==> src/rtl/ps2_paddle_cmd_decoder.sv <==
// PS/2 set-2 scan-code decoder producing rate-limited one-hot paddle move pulses.
// Optional pause key (Space toggles stand) enabled by defining PADDLE_PAUSE_KEY_EN.
module ps2_paddle_cmd_decoder #(
    parameter int unsigned STEP_TICKS = 2_500_000,
    parameter int unsigned CNT_W      = 22
) (
    input  logic       clk,
    input  logic       reset_to_start_n,
    input  logic [7:0] ps2_data_out,
    input  logic       ps2_data_valid,
    output logic [3:0] paddle_movement,
    output logic [3:0] keys_held,
    output logic       stand
);

    localparam logic [CNT_W-1:0] TickLast = CNT_W'(STEP_TICKS - 1);

    localparam logic [7:0] CodeBrk   = 8'hF0;
    localparam logic [7:0] CodeExt   = 8'hE0;
    localparam logic [7:0] CodeR     = 8'h2D;
    localparam logic [7:0] CodeF     = 8'h2B;
    localparam logic [7:0] CodeY     = 8'h35;
    localparam logic [7:0] CodeH     = 8'h33;

    typedef enum logic [1:0] {StIdle, StBrk, StExt, StExtBrk} state_e;
    typedef enum logic {TurnLeft, TurnRight} turn_e;

    state_e           state_q;
    turn_e            turn_q;
    logic [CNT_W-1:0] timer_q;

    logic       tick;
    logic [3:0] key_mask;
    logic       left_req, right_req, pick_left;
    logic [3:0] left_code, right_code;

    always_comb begin
        key_mask = 4'b0000;
        case (ps2_data_out)
            CodeR:   key_mask = 4'b1000;
            CodeF:   key_mask = 4'b0100;
            CodeY:   key_mask = 4'b0010;
            CodeH:   key_mask = 4'b0001;
            default: key_mask = 4'b0000;
        endcase
    end

    assign tick       = (timer_q == TickLast);
    assign left_req   = keys_held[3] ^ keys_held[2];
    assign right_req  = keys_held[1] ^ keys_held[0];
    assign left_code  = keys_held[3] ? 4'b1000 : 4'b0100;
    assign right_code = keys_held[1] ? 4'b0010 : 4'b0001;
    // Left wins when it alone requests, or when both request and it is left's turn.
    assign pick_left  = left_req && (!right_req || (turn_q == TurnLeft));

    always_ff @(posedge clk or negedge reset_to_start_n) begin
        if (!reset_to_start_n) begin
            timer_q <= '0;
        end else if (tick) begin
            timer_q <= '0;
        end else begin
            timer_q <= timer_q + CNT_W'(1);
        end
    end

    always_ff @(posedge clk or negedge reset_to_start_n) begin
        if (!reset_to_start_n) begin
            state_q         <= StIdle;
            turn_q          <= TurnLeft;
            keys_held       <= 4'b0000;
            paddle_movement <= 4'b0000;
        end else begin
            paddle_movement <= 4'b0000;
            if (tick && !stand && (left_req || right_req)) begin
                if (pick_left) begin
                    paddle_movement <= left_code;
                    turn_q          <= TurnRight;
                end else begin
                    paddle_movement <= right_code;
                    turn_q          <= TurnLeft;
                end
            end

            if (ps2_data_valid) begin
                unique case (state_q)
                    StIdle: begin
                        if (ps2_data_out == CodeBrk) begin
                            state_q <= StBrk;
                        end else if (ps2_data_out == CodeExt) begin
                            state_q <= StExt;
                        end else begin
                            keys_held <= keys_held | key_mask;
                        end
                    end
                    StBrk: begin
                        keys_held <= keys_held & ~key_mask;
                        state_q   <= StIdle;
                    end
                    StExt: begin
                        state_q <= (ps2_data_out == CodeBrk) ? StExtBrk : StIdle;
                    end
                    StExtBrk: begin
                        state_q <= StIdle;
                    end
                    default: state_q <= StIdle;
                endcase
            end
        end
    end

`ifdef PADDLE_PAUSE_KEY_EN
    localparam logic [7:0] CodeSpace = 8'h29;

    logic stand_q;
    logic space_held_q;

    // space_held suppresses typematic repeats so only a fresh press toggles the pause.
    always_ff @(posedge clk or negedge reset_to_start_n) begin
        if (!reset_to_start_n) begin
            stand_q      <= 1'b0;
            space_held_q <= 1'b0;
        end else if (ps2_data_valid && (ps2_data_out == CodeSpace)) begin
            if (state_q == StIdle) begin
                if (!space_held_q) begin
                    stand_q <= ~stand_q;
                end
                space_held_q <= 1'b1;
            end else if (state_q == StBrk) begin
                space_held_q <= 1'b0;
            end
        end
    end

    assign stand = stand_q;
`else
    assign stand = 1'b0;
`endif

endmodule

==> config.mk <==
export PLATFORM = sky130hd
export DESIGN_NAME = ps2_paddle_cmd_decoder
export DESIGN_NICKNAME = d
export VERILOG_FILES = /design/src/rtl/ps2_paddle_cmd_decoder.sv
export SDC_FILE = /design/constraint.sdc
export NUM_CORES = 1
export LEC_CHECK = 0
export ABC_AREA = 1
export BUFFER_PORTS_ARGS = -buffer_cell sky130_fd_sc_hd__buf_2
export CORE_MARGIN = 2
export CORE_UTILIZATION = 40
export CTS_CLUSTER_SIZE = 16
export DETAILED_ROUTE_END_ITERATION = 8
export SETUP_SLACK_MARGIN = 0.2
export SYNTH_ARGS = -nofsm -noshare
export SYNTH_HDL_FRONTEND = slang
export SYNTH_SLANG_ARGS = --single-unit
==> constraint.sdc <==
create_clock -name clk -period 1.5 [get_ports clk]
set_input_delay 0.45 -clock clk [delete_from_list [all_inputs] [get_ports clk]]
set_output_delay 0.45 -clock clk [all_outputs]
set_load 0.02 [all_outputs]
* Yosys cells after proc, flatten, opt, wreduce, memory -nomap -nowiden *
Cells that the tools add are included.

word-level totals
  register bits = 33
  output and inout port bits = 9

cells by class
  equality and inequality tests = 13
  bitwise gates (word level) = 6
  add/subtract/negate cells = 1
  mux-type cells = 14
  reductions and logical operators = 10

operator list
  operator               number
  $eq 8x6->1 const B     4
  $add 22x1->22 const B  1
  $eq 22x22->1 const B   1
  $mux 22                1
  $mux 4                 5
  $eq 8x8->1 const B     2
  $pmux 4 s4             1
  $mux 2                 4
  $pmux 4 s2             1
  $pmux 2 s3             1
  $and 4x4->4            1
  $eq 2x2->1 const B     2
  $ne 2x2->1 const B     2
  $not 4->4              1
  $or 4x4->4             1
  $reduce_and 4->1       1
  $ne 3x3->1 const B     1
  $eq 2x1->1 const B     1
  $logic_and 1x1->1      2
  $logic_not 2->1        1
  $logic_or 1x1->1       2
  $reduce_and 2->1       1
  $reduce_bool 2->1      1
  $reduce_or 2->1        1
  other kinds (4)        5

* Logic depth before layout (Yosys ltp) *
Gate-level depths: netlist of the first run.

  depth after elaboration = 6
  mapped depth = 9

* Worst setup path before layout of the first run *
No wires, ideal clock.

  kind = register to register
  from = reg timer_q[0]
  to = reg timer_q[10]
  buffers on the path = 0
  path slack = 0.190 ns
  setup time = 0.120 ns
  required time = 1.380 ns
  data arrival time = 1.190 ns
  stages on the path, launching flop included = 9
  cell sequence = dfrtp_1 > ha_1 > nand2_2 > nor2_4 > nand3_2 > nor2_4 > nand2_4 > o21ai_0 > nor2_1

on the way
  word-level cells in the longest chain between the ends = 2
  elaborated cells between the ends (all ways) = 3

RTL lines
  what                                           line    text
  from (decl)                                    30      logic [CNT_W-1:0] timer_q;
  from (signal assigned)                         62      timer_q <= timer_q + CNT_W'(1);
  $add 22x1->22 or $eq 22x22->1 (tied branches)  62, 48
  $mux 22 *                                      59      end else if (tick) begin

Mark *: on every way between the ends. The rest lies on a longest branch, timed or not.
A chain may end at the register's enable or synchronous reset.

* Worst setup path in the final report of the first run *
  from = reg timer_q[1]
  to = reg timer_q[5]

The elaborated chain is that of the path after synthesis.

==> results of run 1 <==
[cells by family after synthesis]
group / Yosys count / share of synthesized area [%]
adders and majority gates: 1 / 0.6284
DFF: 33 / 41.48
AOI/OAI and AO/OA: 4 / 1.005
xor gates and xnor gates: 12 / 5.280
other: 1 / 0.1884
buffers and inverters: 41 / 7.919
and+or+nand+nor: 181 / 43.50
[metrics by stage]
step | power (µW) | utilization, % | std cells
after detailed placement | 1175 | 46.42 | 361
after global placement | 1171 | 46.42 | 361
after global routing | 1955 | 52.76 | 384
after CTS | 1871 | 50.61 | 379
after floorplan | 1096 | - | 273
final | 1848 | 52.76 | 384
[report_power, final]
group	leakage, µW	switching (µW)	internal, µW
registers	0.000436	26.2	915
clock network	0.0000443	303	364
logic	0.000734	144	96.6
[Yosys cell counts, drive strengths merged (3+ instances only)]
cell	count	area, µm²
o21ai	3	15.01
nor3	7	51.30
nand3	24	135.1
dfrtp	33	825.8
nor2	57	264.0
nand2	79	321.6
xor2	11	96.34
inv	40	150.1
nand4	11	68.82
[worst max-delay path: cells and delay by family (launching register included)]
family | cells | cell delay (ns)
adders and majority gates | 1 | 0.21
DFF | 1 | 0.35
and+or+nand+nor | 5 | 0.41
buffers and inverters | 3 | 0.30
[metal layers]
layer	wire length [µm]	vias up	global-route usage [%]
met5	0	-	0
met4	95	0	6.548
met3	155	9	3.659
met2	2004	31	26.65
met1	1923	805	21.81
li1	-	933	-
[timing repair]
item,in CTS,in global routing
gates resized for setup,9,21
setup endpoints to repair,24,27
setup buffers,11,5
pin swaps,9,4
endpoints found under the hold margin,0,0
[final cells by class]
| class | count | share of cell area (%) |
|---|---|---|
| Clock buffer | 7 | 3.441 |
| Inverter | 40 | 6.085 |
| Multi-Input combinational cell | 199 | 43.64 |
| Sequential cell | 33 | 33.17 |
| Tap cell | 67 | 3.342 |
| Timing Repair Buffer | 38 | 10.32 |
[placed cells by master, fill, tap and decap left out]
master    count
dfrtp_2       5
o21ai_1       2
nor2_1       40
nand3_4       1
inv_2        10
nor3_2        4
nor2_4        6
nor3_1        2
nor3_4        1
o21ai_0       1
nand2_1      67
dfrtp_1      28
conb_1        1
inv_4         1
buf_12        1
xnor2_1       1
inv_1        29
nand2_2      10
a21oi_1       1
ha_2          1
nor2_2       11
nand3_1      16
or2_2         1
buf_6         1
clkbuf_1      1
nand4_1      11
xor2_1       11
nor3b_2       1
nand3_2       7
clkbuf_8      6
buf_4        19
nand2b_1      1
buf_2        17
nand2_4       2
[worst max-delay path by stage]
stage,from,end,slack (ns),depth (start not counted)
detailed placement,ps2_data_out[2],flop,0.03,9
floorplan,timer_q[0],timer_q[10],0.20,8
CTS,timer_q[0],timer_q[10],0.12,8
global route,timer_q[1],timer_q[10],0.01,8
finish,timer_q[1],timer_q[5],0.11,9
global placement,ps2_data_out[2],flop,0.04,9
==> flow_summary.ini, run 1 <==
[finish]
layout.nets = 329
final.fill_count = 482
multi_input_area_mm2 = 0.001095
ff_latch_area_um2 = 832.0
fin_area_mm2 = 0.002509
drive_gt1_share_pct = 33.12
diodes = 0
area.growth.synth_to_final_pct = 26.02

[worst_setup_path]
cp.required_ns = 1.67
crit_top_cell = nand2_2
reg2regPathDepth = 9
ff2ff_setup_slack_ns = 0.11
cpMaxStageDelayCell = dfrtp_1
worstPathMaxFanout = 5
worst_setup_path_end_kind = flop
r2r_start = timer_q[1]
crit_chain = ha_2 > nand2_4 > buf_4 > inv_2 > nand2_2 > nor3_2 > nand2_2 > inv_4 > nor2_1
path_class = reg -> reg
cp-start-kind = flop
r2r-end = timer_q[5]
worstPathArrival_ns = 1.56
slowest_delay_ns = 0.35

[floorplan]
die_w_um = 74.55
die-area_mm2 = 0.005557
io_pins = 20
rows = 25
die_y_um = 74.55
start_util_pct = 41.87
core_area_mm2 = 0.004755

[pwr]
ir_drop_mv = 0.3831
p_leak_uw = 0.001214
powerDensity_mw_per_mm2 = 736.8

[cts]
cts_tree = yes
clk_path_buf_depth = 2
clk_latency_ns = 0.28
root_buffer = clkbuf_8
clk_pin_slew_ns = 0.06
cts_inserted_buffers = 5
h-tree-depth = 2
hold_buffers = 0
cts.sinks = 33

[placement]
pre_cts_slack_ns = 0.03301
placed_area_mm2 = 0.002207
portBuffers = 18
dp_hpwl_um = 3032
routabilityCongestion = 0.8378

[synth]
synth_ff_type = dfrtp_1
synth_edf_count = 0
ys_warn_count = 0
ys_ff_latch = 33
synth_area_mm2 = 0.001991
synthCells = 273
synth_fp_nets = 285
synth.distinct_cells = 26
syn_area_per_cell_um2 = 7.292
postSynth.asyncResetShare_pct = 100.0
ys_seq_area_share_pct = 41.48

[timing]
finClkSkew_ns = 0.002329
slew_violations = 0
period_share_pct = 92.37
rsz0062_at_grt = yes
tns_ns = 0
finalSetupViolCount = 0
timing.final.ws_setup_ns = 0.1144
fmax_mhz = 721.7
holdWs_ns = 0.1109
post-route-min-period_ns = 1.386
hold_violations = 0

[job]
cap_violations = 0

[grt]
grt_max_degree = 34
antenna_found_initial = 0
grt_pass1_vias = 1586
track_usage_pct = 16.59
grt_pass1_wl_um = 6962
overflow = 0

[drt]
detail_route.wl_per_cell_um = 10.88
vias_per_cell = 4.630
num_vias = 1778
detail-route-antenna-nets = 0
detail_route.iter0.violations = 57
routed_wirelength_um = 4178
drt-pass1-iter-count = 4
route.detailed.drc = 0

[status]
status = completed

[worst_hold_path]
min_path_type = in -> async
Note: power is estimated with default switching activity, not from simulation.
==> run 2, diff against run 1 <==
--- a/config.mk
+++ b/config.mk
@@ -7,10 +7,12 @@
 export LEC_CHECK = 0
 export ABC_AREA = 1
 export BUFFER_PORTS_ARGS = -buffer_cell sky130_fd_sc_hd__buf_2
+export CAP_MARGIN = 0
 export CORE_MARGIN = 2
 export CORE_UTILIZATION = 40
 export CTS_CLUSTER_SIZE = 16
 export DETAILED_ROUTE_END_ITERATION = 8
+export MAX_ROUTING_LAYER = met4
 export SETUP_SLACK_MARGIN = 0.2
 export SYNTH_ARGS = -nofsm -noshare
 export SYNTH_HDL_FRONTEND = slang
==> run 2 against run 1 <==
Effect of this change: power shrank 0.14%; first-iteration DRC count stayed put; via count shrank 0.73%; setup slack lost 0.0020 ns; critical endpoint unchanged; count of clock-buffer cells in the layout unchanged; design area decreased by 0.30%; register-to-register slack about the same.
==> flow_summary.ini, run 2 (same netlist as run 1, synthesis figures left out) <==
[status]
status = completed

[drt]
vias_per_cell = 4.608
routed_wirelength_um = 4144
detail-route-antenna-nets = 0
drt-pass1-iter-count = 4
route.detailed.drc = 0
detail_route.wl_per_cell_um = 10.82
detail_route.iter0.violations = 57
num_vias = 1765

[grt]
grt_max_degree = 34
antenna_found_initial = 0
overflow = 0
grt_pass1_wl_um = 6955
track_usage_pct = 17.11
grt_pass1_vias = 1588

[worst_setup_path]
reg2regPathDepth = 9
r2r_start = timer_q[1]
cp-start-kind = flop
worst_setup_path_end_kind = flop
cp.required_ns = 1.67
worstPathMaxFanout = 5
path_class = reg -> reg
ff2ff_setup_slack_ns = 0.11
r2r-end = timer_q[5]
worstPathArrival_ns = 1.56

[cts]
hold_buffers = 0
h-tree-depth = 2
clk_latency_ns = 0.28
cts_tree = yes
root_buffer = clkbuf_8
clk_pin_slew_ns = 0.06
cts_inserted_buffers = 5
cts.sinks = 33
clk_path_buf_depth = 2

[timing]
hold_violations = 0
fmax_mhz = 720.7
tns_ns = 0
rsz0062_at_grt = yes
finalSetupViolCount = 0
period_share_pct = 92.51
finClkSkew_ns = 0.001797
slew_violations = 0
holdWs_ns = 0.1113
post-route-min-period_ns = 1.388

[finish]
final.fill_count = 482
layout.nets = 328
drive_gt1_share_pct = 32.59
diodes = 0
layout_common_cells = 67 x nand2_1, 40 x nor2_1, 30 x inv_1
final_common_cell = nand2_1
area.growth.synth_to_final_pct = 25.64

[floorplan]
die-area_mm2 = 0.005557
die_w_um = 74.55
core_area_mm2 = 0.004755
rows = 25
start_util_pct = 41.87
io_pins = 20
die_y_um = 74.55

[placement]
routabilityCongestion = 0.8508
dp_hpwl_um = 3032
portBuffers = 18

[pwr]
ir_drop_mv = 0.3832
p_leak_uw = 0.001208
powerDensity_mw_per_mm2 = 738.0
p_total_uw = 1846

[job]
cap_violations = 0

[worst_hold_path]
min_path_type = in -> async
## run 2: cell types whose count changed in the layout (fill, tap and decap cells not counted), sizes merged
cell	change
buf	-1
## run 2: worst max-delay path, stage by stage (launching register included)
cell and delay (ns):
dfrtp_1 0.35, ha_2 0.21, nand2_4 0.07, buf_4 0.14, inv_2 0.06, nand2_2 0.05
nor3_2 0.12, nand2_2 0.13, inv_4 0.10, nor2_1 0.04
## run 2: stage by stage
stage | worst slack [ns] | instances | util, % | instance area [µm²]
after floorplan | 0.2032 | 273 | - | 1998
after global placement | 0.03962 | 361 | 46.42 | 2207
after detailed placement | 0.03301 | 361 | 46.42 | 2207
after CTS | 0.1234 | 379 | 50.61 | 2406
after global routing | 0.009996 | 383 | 52.61 | 2501
final | 0.1124 | 383 | 52.61 | 2501
## run 2: how the worst max path moves through the flow
stage                          from          end  slack [ns]  cells after the start
floorplan                timer_q[0]  timer_q[10]        0.20                      8
global placement    ps2_data_out[2]         flop        0.04                      9
CTS                      timer_q[0]  timer_q[10]        0.12                      8
global route             timer_q[1]  timer_q[10]        0.01                      8
finish                   timer_q[1]   timer_q[5]        0.11                      9
detailed placement  ps2_data_out[2]         flop        0.03                      9
## run 2: final cells by class
type	instances	area [µm²]	share of cell area, %
clock buffers	7	86.33	3.452
inverters	40	152.6	6.103
multi-input cells	199	1095	43.77
repair buffers	37	251.5	10.06
flip-flops and latches	33	832.0	33.27
well taps	67	83.83	3.352
## run 2: report_power, final
| group | switching, µW | internal [µW] | leakage [µW] |
|---|---|---|---|
| clock | 300 | 364 | 0.0000443 |
| sequential | 26.2 | 915 | 0.000436 |
| combinational | 144 | 96.6 | 0.000728 |
| total | 471 | 1380 | 0.00121 |
## run 2: layer usage
layer  up-vias  wire [µm]  global-route usage, %
met3         9        159                  3.659
met1       792       1915                  21.81
li1        929          -                      -
met2        35       1974                  26.65
met4         0         95                  6.548
met5         -          0                      -
## run 2: timing repair
item,in CTS,in global routing
gates resized for setup,9,20
setup buffers,11,4
setup endpoints to repair,24,27
pin swaps,9,4
